File: config.mk
export PLATFORM = sky130hd
export DESIGN_NAME = store_buffer
export DESIGN_NICKNAME = d
export VERILOG_FILES = /design/src/rtl/store_buffer.sv
export SDC_FILE = /design/constraint.sdc
export NUM_CORES = 1
export LEC_CHECK = 0
export BUFFER_PORTS_ARGS = -buffer_cell sky130_fd_sc_hd__buf_2
export CORE_MARGIN = 5
export CORE_UTILIZATION = 62
export CTS_CLUSTER_SIZE = 30
export DETAILED_ROUTE_END_ITERATION = 6
export HOLD_SLACK_MARGIN = 0.02
export PLACE_DENSITY = 0.85
export SYNTH_ARGS = -nofsm -noshare
export SYNTH_HDL_FRONTEND = slang
export SYNTH_SLANG_ARGS = --single-unit
File: constraint.sdc
create_clock -name clk_i -period 8.6 [get_ports clk_i]
set_input_delay 0.86 -clock clk_i [delete_from_list [all_inputs] [get_ports clk_i]]
set_output_delay 0.86 -clock clk_i [all_outputs]
set_load 0.01 [all_outputs]
File: src/rtl/store_buffer.sv
// Store buffer: holds speculative stores until ROB commit, then drains them
// to data memory in program order over a valid/ready write port.
module store_buffer #(
    parameter int unsigned SB_SIZE = 4,
    parameter int unsigned IDX_W   = $clog2(SB_SIZE)
) (
    input  logic             clk_i,
    input  logic             rst_i,
    input  logic             alloc_valid_i,
    input  logic [31:0]      alloc_addr_i,
    input  logic [31:0]      alloc_data_i,
    input  logic [1:0]       alloc_size_i,
    output logic [IDX_W-1:0] alloc_idx_o,
    output logic             full_o,
    output logic             empty_o,
    input  logic             commit_valid_i,
    input  logic             commit_store_to_mem_i,
    input  logic [IDX_W-1:0] commit_store_buffer_idx_i,
    input  logic             flush_i,
    output logic             mem_req_valid_o,
    input  logic             mem_req_ready_i,
    output logic [31:0]      mem_addr_o,
    output logic [31:0]      mem_data_o,
    output logic [3:0]       mem_be_o,
    input  logic [31:0]      ld_addr_i,
    output logic             ld_conflict_o
);
    localparam int unsigned CW = IDX_W + 1;

    typedef enum logic [1:0] {
        ST_FREE,
        ST_PENDING,
        ST_COMMITTED
    } entry_state_e;

    entry_state_e      r_state [SB_SIZE];
    logic [29:0]       r_addr  [SB_SIZE];
    logic [31:0]       r_data  [SB_SIZE];
    logic [3:0]        r_be    [SB_SIZE];
    logic [IDX_W-1:0]  r_head;
    logic [IDX_W-1:0]  r_tail;
    logic [CW-1:0]     r_count;

    entry_state_e      w_state_next [SB_SIZE];
    logic              w_full;
    logic              w_alloc;
    logic              w_commit;
    logic              w_req_valid;
    logic              w_drain;
    logic [IDX_W-1:0]  w_head_next;
    logic [CW-1:0]     w_ccount;
    logic [3:0]        w_alloc_be;
    logic [31:0]       w_alloc_data;
    logic              w_conflict;

    assign w_full      = (r_count == CW'(SB_SIZE));
    assign w_alloc     = alloc_valid_i && !w_full && !flush_i;
    assign w_commit    = commit_valid_i && commit_store_to_mem_i &&
                         (r_state[commit_store_buffer_idx_i] == ST_PENDING);
    assign w_req_valid = (r_state[r_head] == ST_COMMITTED);
    assign w_drain     = w_req_valid && mem_req_ready_i;
    assign w_head_next = r_head + IDX_W'(w_drain);

    always_comb begin
        w_alloc_be   = 4'hF;
        w_alloc_data = alloc_data_i;
        case (alloc_size_i)
            2'd0: begin
                w_alloc_be   = 4'b0001 << alloc_addr_i[1:0];
                w_alloc_data = {4{alloc_data_i[7:0]}};
            end
            2'd1: begin
                w_alloc_be   = alloc_addr_i[1] ? 4'b1100 : 4'b0011;
                w_alloc_data = {2{alloc_data_i[15:0]}};
            end
            default: ;
        endcase
    end

    // Commit is applied before flush so a same-cycle committed store survives.
    always_comb begin
        w_ccount = '0;
        for (int unsigned i = 0; i < SB_SIZE; i++) begin
            w_state_next[i] = r_state[i];
            if (w_alloc && (r_tail == IDX_W'(i)))
                w_state_next[i] = ST_PENDING;
            if (w_commit && (commit_store_buffer_idx_i == IDX_W'(i)))
                w_state_next[i] = ST_COMMITTED;
            if (w_drain && (r_head == IDX_W'(i)))
                w_state_next[i] = ST_FREE;
            if (flush_i && (w_state_next[i] == ST_PENDING))
                w_state_next[i] = ST_FREE;
            w_ccount = w_ccount + CW'(w_state_next[i] == ST_COMMITTED);
        end
    end

    always_comb begin
        w_conflict = 1'b0;
        for (int unsigned i = 0; i < SB_SIZE; i++) begin
            if ((r_state[i] != ST_FREE) && (r_addr[i] == ld_addr_i[31:2]))
                w_conflict = 1'b1;
        end
    end

    always_ff @(posedge clk_i) begin
        if (rst_i) begin
            for (int unsigned i = 0; i < SB_SIZE; i++)
                r_state[i] <= ST_FREE;
            r_head  <= '0;
            r_tail  <= '0;
            r_count <= '0;
        end else begin
            for (int unsigned i = 0; i < SB_SIZE; i++)
                r_state[i] <= w_state_next[i];
            if (w_alloc) begin
                r_addr[r_tail] <= alloc_addr_i[31:2];
                r_data[r_tail] <= w_alloc_data;
                r_be[r_tail]   <= w_alloc_be;
            end
            r_head <= w_head_next;
            // Committed entries are contiguous from head, so tail re-anchors there.
            if (flush_i) begin
                r_tail  <= w_head_next + w_ccount[IDX_W-1:0];
                r_count <= w_ccount;
            end else begin
                if (w_alloc)
                    r_tail <= r_tail + 1'b1;
                r_count <= r_count + CW'(w_alloc) - CW'(w_drain);
            end
        end
    end

    assign alloc_idx_o     = r_tail;
    assign full_o          = w_full;
    assign empty_o         = (r_count == '0);
    assign mem_req_valid_o = w_req_valid;
    assign mem_addr_o      = w_req_valid ? {r_addr[r_head], 2'b00} : '0;
    assign mem_data_o      = w_req_valid ? r_data[r_head] : '0;
    assign mem_be_o        = w_req_valid ? r_be[r_head] : '0;
    assign ld_conflict_o   = w_conflict;
endmodule

==> flow_summary.toml <==
[setup_path]
critPathMaxFanout = 38
crit_path_end_kind = "output pin"
max_stage_delay_ns = 0.78
reg2reg_setup_slack_ns = 4.98
cp_num_buf_inv = 2
path_class = "flop to output pin"
worstPathArrival_ns = 3.04
cpMaxStageDelayCell = "dfxtp_4"
r2r_start = "r_head[0]$_SDFF_PP0_"
cp_cell_sequence = "buf_4 > mux4_2 > and2_1 > buf_2"
rr_worst_depth = 12
startpoint_type = "flop"
r2r_end = "alloc_idx_o[1]$_SDFFE_PP0P_"
cpLargestDelayFamily = "buffers and inverters"
required_ns = 7.74

[power]
power_switching_mw = 0.5757
irDropWorstVdd_uv = 178.6
power_mw = 2.903
switching_share_pct = 19.83
cellLeakagePower_nw = 5.230
internal_power_mw = 2.327
power_density_mw_per_mm2 = 196.2
combPwrFrac_pct = 5.2
power_frac_seq_pct = 52.3
pwr-share-clk_pct = 42.5

[synth]
synth_warnings = 0
yosysSeqAreaShare_pct = 64.59
synthArstFlopShare_pct = 0
ys_seq_elements = 279
synth_ff_type = "edfxtp_1"
synth_area_per_cell_sq_um = 16.48
synth_edf_count = 264
ys_types = 44
synth_area_sq_mm = 0.01274
syn_inst = 773

[clock_network]
post_cts_buffers = 0
ctsHtreeMaxLevel = 1
cts_inserted_buffers = 28
cts_resized = 0
path_clk_slew_ns = 0.06
cts_buffer_depth = 3
ctsHoldBuffers = 0
cts.sinks = 279
cts_tree = "built"
insertion_delay_ns = 0.53
cts_root_buffer = "clkbuf_16"

[floorplanning]
ios = 181
coreArea_sq_mm = 0.02023
die_h_um = 153.3
start_util_pct = 62.95
row_count = 52
fp.dieW_um = 153.3
die_area_sq_mm = 0.02351

[routing]
antenna_left = 0
drc = 0
drt_iter0_markers = 513
num_vias = 7377
drtPass1Iterations = 5
wirelength_um = 28590
routedWlPerCell_um = 23.15
avgViaCountPerCell = 5.973

[placed_design]
hpwl_um = 18570
place.port_buffers = 176
gp_congestion = 0.8643
place_ws_ns = 5.002
post-place-cells = 1183

[job]
drv_cap = 0

[sta]
finalSetupViolCount = 0
period_needed_ns = 3.896
worst_slew_pin_slew_ns = 1.090
fin_ws_ns = 4.704
fin_skew_ns = 0.008362
max_freq_ghz = 0.2567
final-hold-violation-count = 0
setup_tns_ns = 0
rsz0062_at_grt = "no"
period_share_pct = 45.30
slew_violations = 0
whs_ns = 0.5372
relSlewSlack_pct = 27.33

[finish]
nets = 1062
synthToLayoutAreaGrowth_pct = 16.13
fillerInstances = 1220
final_cell_mix = "edfxtp_1 (264), buf_2 (176), xnor2_1 (81)"
fin_cells = 1235
drive_gt1_share_pct = 33.54
final_common_cell = "edfxtp_1"

[worst_hold_path]
whs_path_depth = 2
hp-start = "r_state[2][1]$_SDFF_PP0_"
holdPathEnd = "r_state[2][0]$_SDFF_PP0_"
min_path_type = "flop to flop"

[global_route]
gr-usage-all-layers_pct = 24.18
antenna_found_initial = 7
grt_pass1_vias = 7733
gr-total-overflow = 0
grt_pass1_wl_um = 43960
grt_max_degree = 72

[run_status]
status = "completed"
worst reg2reg max path, cell delays in order, from the launching register on:
cell and delay [ns]:
dfxtp_4 0.78, inv_2 0.11, mux4_2 0.46, nand2_1 0.18
nor3_1 0.10, or2_1 0.29, fa_1 0.52, inv_1 0.05
ha_1 0.17, ha_1 0.32, xnor2_1 0.19, xnor2_1 0.08
a211oi_1 0.26
stage by stage:
| stage | cell area (sq um) | util (%) |
|---|---|---|
| floorplan | 12740 | - |
| global placement | 13830 | 68.37 |
| detailed placement | 13830 | 68.37 |
| CTS | 14790 | 73.08 |
| global route | 14790 | 73.11 |
| finish | 14790 | 73.11 |
power groups by stage:
| stage | clock network (mW) | registers (mW) | logic [mW] |
|---|---|---|---|
| global placement | 0 | 1.54 | 0.145 |
| finish | 1.23 | 1.52 | 0.152 |
| CTS | 1.25 | 1.52 | 0.152 |
| global route | 1.31 | 1.52 | 0.164 |
| detailed placement | 0 | 1.55 | 0.150 |
| floorplan | 0 | 1.54 | 0.0818 |
worst max path at each step:
stage / startpoint / slack [ns] / endpoint / cells after the start
floorplan: flush_i / 5.20 / r_addr[3][0]$_DFFE_PP_ / 3
global placement: r_head[0]$_SDFF_PP0_ / 5.06 / alloc_idx_o[1]$_SDFFE_PP0P_ / 12
detailed placement: r_head[0]$_SDFF_PP0_ / 5.00 / alloc_idx_o[1]$_SDFFE_PP0P_ / 12
CTS: r_head[0]$_SDFF_PP0_ / 4.59 / mem_data_o[1] / 4
global route: r_head[0]$_SDFF_PP0_ / 4.44 / mem_data_o[5] / 4
finish: r_head[0]$_SDFF_PP0_ / 4.70 / mem_data_o[1] / 4
synthesized netlist by cell type (all sizes together), types with 6 or more instances:
| library cell | count | share of area [%] |
|---|---|---|
| inv | 14 | 0.41 |
| xnor2 | 81 | 5.6 |
| o21ai | 11 | 0.43 |
| buf | 17 | 0.74 |
| mux2i | 9 | 0.71 |
| clkbuf | 28 | 0.83 |
| mux2 | 17 | 1.5 |
| mux4 | 67 | 12 |
| nor2 | 14 | 0.41 |
| ha | 10 | 0.98 |
| xor2 | 45 | 3.1 |
| and2 | 67 | 3.3 |
| edfxtp | 264 | 62 |
| nor4 | 18 | 0.88 |
| nor3 | 6 | 0.24 |
| dfxtp | 15 | 2.4 |
| nand2 | 20 | 0.59 |
| nand4 | 21 | 1.0 |
| a21oi | 11 | 0.43 |
layout make-up:
type                    instances  area [sq um]  share of cell area (%)
clock inverters                16         178.9                   1.210
inverters                      14         52.55                  0.3552
diodes                          2         5.005                 0.03383
well taps                     270         337.8                   2.284
repair buffers                184         940.9                   6.360
flip-flops and latches        279          8235                   55.67
multi-input cells             436          4268                   28.85
clock buffers                  34         774.5                   5.236
flip-flops by register name, summed over array words and instances (netlist names):
signal	cells
r_addr	120
r_count	3
alloc_idx_o	2
r_head	2
r_state	8
r_data	128
r_be	16
layer usage:
layer  global-route usage [%]  up-vias  wire length [um]
met1                    33.29     3687             11340
met4                    7.149       10               786
met5                        0        -                72
li1                         -     3299                 -
met3                    5.711       58              2363
met2                    39.24      323             14030
logic make-up after synthesis:
| kind of cell | share of synthesized area (%) |
|---|---|
| and+or+nand+nor | 7.445 |
| DFF | 64.59 |
| AOI/OAI and AO/OA | 1.945 |
| buffers and inverters | 1.974 |
| xor gates and xnor gates | 8.663 |
| adders and majority gates | 1.297 |
| other | 0.02944 |
| muxes | 14.06 |
No activity file was read; power rests on OpenSTA's default activity.
